### src/rtl/ysyx_22040750_cache_refill_pkg.sv
// Shared encodings for the cache refill engine: FSM states, AXI beat size, AR request view.
package ysyx_22040750_cache_refill_pkg;
  localparam logic [1:0] ST_IDLE = 2'd0;
  localparam logic [1:0] ST_AR   = 2'd1;
  localparam logic [1:0] ST_R    = 2'd2;
  localparam logic [1:0] ST_DONE = 2'd3;

  localparam int         BEAT_BYTES  = 8;
  localparam logic [2:0] AXI_SIZE_8B = 3'b011;

  typedef struct packed {
    logic [31:0] addr;
    logic [7:0]  len;
    logic [2:0]  size;
  } ar_req_t;
endpackage

### src/rtl/ysyx_22040750_refill_linebuf.sv
// Line buffer plus beat counter: writes beats into successive slots until the limit, then drops them.
module ysyx_22040750_refill_linebuf
  import ysyx_22040750_cache_refill_pkg::*;
#(
  parameter  int LINE_BYTES = 32,
  localparam int N  = LINE_BYTES / BEAT_BYTES,
  localparam int IW = (N > 1) ? $clog2(N) : 1,
  localparam int CW = $clog2(N + 1)
) (
  input  logic                    I_clk,
  input  logic                    I_rst,
  input  logic                    clr,
  input  logic                    beat,
  input  logic [CW-1:0]           limit,
  input  logic [63:0]             wdata,
  output logic                    acc,
  output logic [CW-1:0]           cnt,
  output logic                    over,
  output logic [LINE_BYTES*8-1:0] line
);
  logic [N-1:0][63:0] slots;

  assign acc  = beat && (cnt < limit);
  assign line = slots;

  // over remembers that at least one beat arrived past the limit, for the length check
  always_ff @(posedge I_clk) begin
    if (I_rst || clr) begin
      slots <= '0;
      cnt   <= '0;
      over  <= 1'b0;
    end else if (beat) begin
      if (acc) begin
        slots[cnt[IW-1:0]] <= wdata;
        cnt                <= cnt + CW'(1);
      end else begin
        over <= 1'b1;
      end
    end
  end
endmodule

### src/rtl/ysyx_22040750_cache_refill.sv
// Cache refill / uncached-load engine: one AXI read burst per request, whole line returned at once.
// Optional macro REFILL_BEAT_FWD_EN adds per-beat forwarding ports for critical-word early restart.
module ysyx_22040750_cache_refill
  import ysyx_22040750_cache_refill_pkg::*;
#(
  parameter  int LINE_BYTES = 32,
  localparam int N    = LINE_BYTES / BEAT_BYTES,
  localparam int IW   = (N > 1) ? $clog2(N) : 1,
  localparam int OFFW = $clog2(LINE_BYTES)
) (
  input  logic                    I_clk,
  input  logic                    I_rst,
  input  logic                    I_req_valid,
  output logic                    O_req_ready,
  input  logic [31:0]             I_req_addr,
  input  logic                    I_req_uncached,
  input  logic [2:0]              I_req_size,
  output logic                    O_resp_valid,
  input  logic                    I_resp_ready,
  output logic [LINE_BYTES*8-1:0] O_resp_data,
  output logic                    O_resp_err,
  output logic [31:0]             O_araddr,
  output logic                    O_arvalid,
  input  logic                    I_arready,
  output logic [7:0]              O_arlen,
  output logic [2:0]              O_arsize,
  input  logic [63:0]             I_rdata,
  input  logic                    I_rvalid,
  input  logic                    I_rlast,
  output logic                    O_rready
`ifdef REFILL_BEAT_FWD_EN
  ,
  output logic                    O_beat_valid,
  output logic [IW-1:0]           O_beat_idx,
  output logic [63:0]             O_beat_data
`endif
);
  localparam int CW = $clog2(N + 1);

  logic [1:0]    state;
  ar_req_t       ar;
  logic          err;
  logic          clr, beat, acc, over;
  logic [CW-1:0] cnt, limit;

  assign clr   = (state == ST_IDLE) && I_req_valid;
  assign beat  = (state == ST_R) && I_rvalid;
  // uncached reads keep only slot 0, so the write limit is simply the burst length
  assign limit = CW'(ar.len) + CW'(1);

  ysyx_22040750_refill_linebuf #(.LINE_BYTES(LINE_BYTES)) u_linebuf (
    .I_clk (I_clk),
    .I_rst (I_rst),
    .clr   (clr),
    .beat  (beat),
    .limit (limit),
    .wdata (I_rdata),
    .acc   (acc),
    .cnt   (cnt),
    .over  (over),
    .line  (O_resp_data)
  );

  always_ff @(posedge I_clk) begin
    if (I_rst) begin
      state <= ST_IDLE;
      ar    <= '0;
      err   <= 1'b0;
    end else begin
      case (state)
        ST_IDLE: if (I_req_valid) begin
          ar.addr <= I_req_uncached ? I_req_addr : {I_req_addr[31:OFFW], {OFFW{1'b0}}};
          ar.len  <= I_req_uncached ? 8'd0 : 8'(N - 1);
          ar.size <= I_req_uncached ? I_req_size : AXI_SIZE_8B;
          err     <= 1'b0;
          state   <= ST_AR;
        end
        ST_AR: if (I_arready) state <= ST_R;
        // exactly limit beats iff this last beat fills the final slot and nothing overflowed
        ST_R: if (beat && I_rlast) begin
          err   <= !(acc && (cnt + CW'(1) == limit) && !over);
          state <= ST_DONE;
        end
        ST_DONE: if (I_resp_ready) state <= ST_IDLE;
        default: state <= ST_IDLE;
      endcase
    end
  end

  assign O_req_ready  = (state == ST_IDLE);
  assign O_arvalid    = (state == ST_AR);
  assign O_rready     = (state == ST_R);
  assign O_resp_valid = (state == ST_DONE);
  assign O_resp_err   = err;
  assign O_araddr     = ar.addr;
  assign O_arlen      = ar.len;
  assign O_arsize     = ar.size;

`ifdef REFILL_BEAT_FWD_EN
  assign O_beat_valid = acc;
  assign O_beat_idx   = cnt[IW-1:0];
  assign O_beat_data  = I_rdata;
`endif
endmodule

### config.mk
export PLATFORM = sky130hd
export DESIGN_NAME = ysyx_22040750_cache_refill
export DESIGN_NICKNAME = d
export VERILOG_FILES = /design/src/rtl/ysyx_22040750_cache_refill_pkg.sv /design/src/rtl/ysyx_22040750_refill_linebuf.sv /design/src/rtl/ysyx_22040750_cache_refill.sv
export SDC_FILE = /design/constraint.sdc
export NUM_CORES = 1
export LEC_CHECK = 0
export CAP_MARGIN = 40
export CORE_MARGIN = 2
export CORE_UTILIZATION = 43
export DETAILED_ROUTE_END_ITERATION = 10
export GPL_TIMING_DRIVEN = 0
export HOLD_SLACK_MARGIN = 0.06
export PLACE_DENSITY = 0.76
export SLEW_MARGIN = 20
export SYNTH_ARGS = -nofsm -noshare
export SYNTH_HDL_FRONTEND = slang
export SYNTH_SLANG_ARGS = --single-unit
### constraint.sdc
create_clock -name I_clk -period 2 [get_ports I_clk]
set_input_delay 0.2 -clock I_clk [delete_from_list [all_inputs] [get_ports I_clk]]
set_output_delay 0.2 -clock I_clk [all_outputs]
set_load 0.05 [all_outputs]
==> qor.yml <==
ys.flop_type: "dfxtp_1"
overflow: 0
cp-end-kind: "output port"
h-tree-depth: 1
antenna_found_initial: 2
clockBufferDepth: 3
slew_headroom_pct: 54.22
hp-class: "in -> reg"
layout.nets: 1638
dp_hpwl_mm: 27.71
final_area_um2: 15950
numCtsBuffers: 30
drt-total-wl_mm: 37.01
grt_setup_unrepaired: "true"
path_cells: "clkdlybuf4s50_1"
die_w_um: 159.1
p_per_area_nw_per_um2: 978.6
synth_edf_count: 0
fin_crit_sh_pct: 99.05
setup_viol: 0
synth.area.top_cells: "dfxtp_1 58%, nand3_1 11%, o21ai_0 10%, nand2_1 2.4%, a22o_1 2.3%"
tightest_slew_ns: 0.6895
cts-root-buf: "clkbuf_16"
worstSkewPairLatency_ns: 0.54
ir_drop_mv: 0.9252
drive_above_1_share_pct: 12.58
yosys_warnings: 0
cp_num_buf_inv: 1
cts.hold.buffers_added: 0
worstPathRequired_ns: 1.80
cts_tree: "done"
yosys.area.top_type_share_pct: 57.89
detail-route-antenna-nets: 0
clk_pin_slew_ns: 0.06
post-route-drc-count: 0
die_h_um: 159.1
grtUsageTotal_pct: 27.92
portBuffers: 403
syn_avg_cell_area_um2: 9.574
cp_top_family: "buffers and inverters"
cp_max_fo: 2
critPathKind: "reg -> out"
slowest_delay_ns: 0.88
period_needed_ns: 1.981
leakage_nw: 5.854
whs_ns: 0.07143
cap_violations: 0
initial_core_util_pct: 43.92
arrival_ns: 1.78
fin_skew_ns: 0.008551
row_count: 56
vias_per_cell: 5.382
clock-sinks: 299
netlist_area_um2: 10340
dr_total_vias: 10030
critPathLaunchType: "register"
first_pass_iters: 5
yosysSeqAreaShare_pct: 57.89
die_area_um2: 25300
placed_cell_area_um2: 14800
grt_start_max_net_pins: 15
slew_violations: 0
drt-initial-drc-count: 642
grt_pass1_vias: 9663
syn_to_final_growth_pct: 54.30
max_freq_mhz: 504.8
ys_ff_latch: 299
syn-instance-count: 1080
ys_types: 39
hold_violations: 0
gp_congestion: 0.8519
synth_top_area_cell: "dfxtp_1"
grt_pass1_wl_mm: 55.99
slowest_stage: "clkdlybuf4s50_1"
ios: 411
ys_async_sr_fraction_pct: 0
coreArea_um2: 23540
outcome: "finished clean"
wl_per_cell_um: 19.86
layout by cell type (no fill, tap or decap), types with 3 or more instances in the layout:
cell	netlist	routed
dfxtp_1	299	298
clkinv_2	0	3
nand3_1	235	235
nor2b_1	4	4
o21ai_0	207	207
clkbuf_4	0	19
o21ai_1	40	40
ha_1	10	9
mux2i_1	3	3
dlymetal6s2s_1	0	5
buf_4	14	14
clkbuf_16	0	31
nand3_2	22	22
conb_1	1	6
buf_2	38	31
clkbuf_8	0	5
a32o_1	6	6
clkbuf_2	6	21
dlygate4sd2_1	0	12
buf_6	11	14
a22o_1	27	27
nand2_1	67	67
bufinv_16	0	4
o21ai_2	12	12
inv_1	9	8
clkdlybuf4s50_1	0	385
nor2_1	8	7
clkbuf_1	18	14
kinds of logic (layout without fill, tap and decap cells):
logic type | Yosys count | in the layout | synth area share, %
simple gates | 343 | 343 | 16.97
compound gates | 304 | 304 | 17.22
flops | 299 | 299 | 57.89
buf+inv | 116 | 573 | 6.050
fa+ha+maj | 10 | 10 | 1.210
xor+xnor | 4 | 4 | 0.3389
mux | 3 | 3 | 0.2904
other cells | 1 | 8 | 0.03627
report_power, final:
part	internal [mW]	switching, mW
registers	6.19	0.142
logic	1.06	2.35
clock network	3.53	2.34
total	10.8	4.84
Yosys cell counts (2+ instances only):
master     instances
buf_2             38
dfxtp_1          299
nand3_1          235
mux2i_1            3
nand2b_1           2
a21oi_1            2
buf_6             11
o21ai_2           12
o21ai_1           40
nor2_1             8
ha_1              10
buf_4             14
o21ai_0          207
xnor2_1            2
buf_1             20
nand2_1           67
xor2_1             2
a32o_1             6
o2111ai_4          2
clkbuf_2           6
a22o_1            27
nand3_2           22
inv_1              9
clkbuf_1          18
nor2b_1            4
metrics by stage:
stage	std cells	setup TNS (ns)	setup slack (ns)	total power, mW	utilization, %
3_3_place_gp	1807	-10.11	-0.1700	9.763	62.85
3_5_place_dp	1807	-14.06	-0.1755	9.802	62.85
6_report	1863	0	0.01907	15.61	67.77
4_1_cts	1860	0	0.0003394	15.60	67.28
2_1_floorplan	1085	0	0.06861	8.526	-
5_1_grt	1863	-0.1150	-0.01576	16.14	67.77
worst paths after layout:
path | slack, ns | start | cells past startpoint | end
worst min register to register | 0.46 | O_arsize[1] | 2 | O_arsize[1]
worst min-delay path | 0.07 | I_req_uncached | 2 | O_arlen[0]
worst max-delay path | 0.02 | u_linebuf.line[116] | 1 | O_resp_data[116]
worst max register to register | 0.11 | state[0] | 10 | u_linebuf.line[122]
layer usage:
metal / vias up / share of wire [%] / GRT usage (%)
li1: 4693 / - / -
met1: 4803 / 40 / 32.68
met2: 457 / 49 / 48.74
met3: 73 / 8.1 / 7.163
met4: 0 / 3.7 / 11.24
met5: - / 0 / 1.136
cell type report:
cell class | instances | area, um^2
antenna | 2 | 5.005
multi-input combinational | 670 | 3759
buffer | 107 | 701.9
sequential | 299 | 5987
timing repair buffer | 404 | 4034
fill | 1923 | 7589
clock buffer | 42 | 867.1
clock inverter | 11 | 167.7
inverter | 9 | 33.78
tap | 319 | 399.1
sequential cells by signal, summed over array words and instances, names as in the netlist:
register / cells
O_araddr: 32
O_arlen: 1
O_arsize: 3
O_resp_err: 1
state: 2
u_linebuf.cnt: 3
u_linebuf.line: 256
u_linebuf.over: 1
what timing repair did:
| action | 4_1_cts | 5_1_grt |
|---|---|---|
| endpoints found under the hold margin | 0 | 0 |
| pin swaps | 0 | 0 |
| resized for setup | 31 | 58 |
| buffers inserted | 0 | 1 |
| endpoints found under the setup margin | 216 | 258 |
| cloned | 0 | 0 |
(Power assumes the default switching activity.)
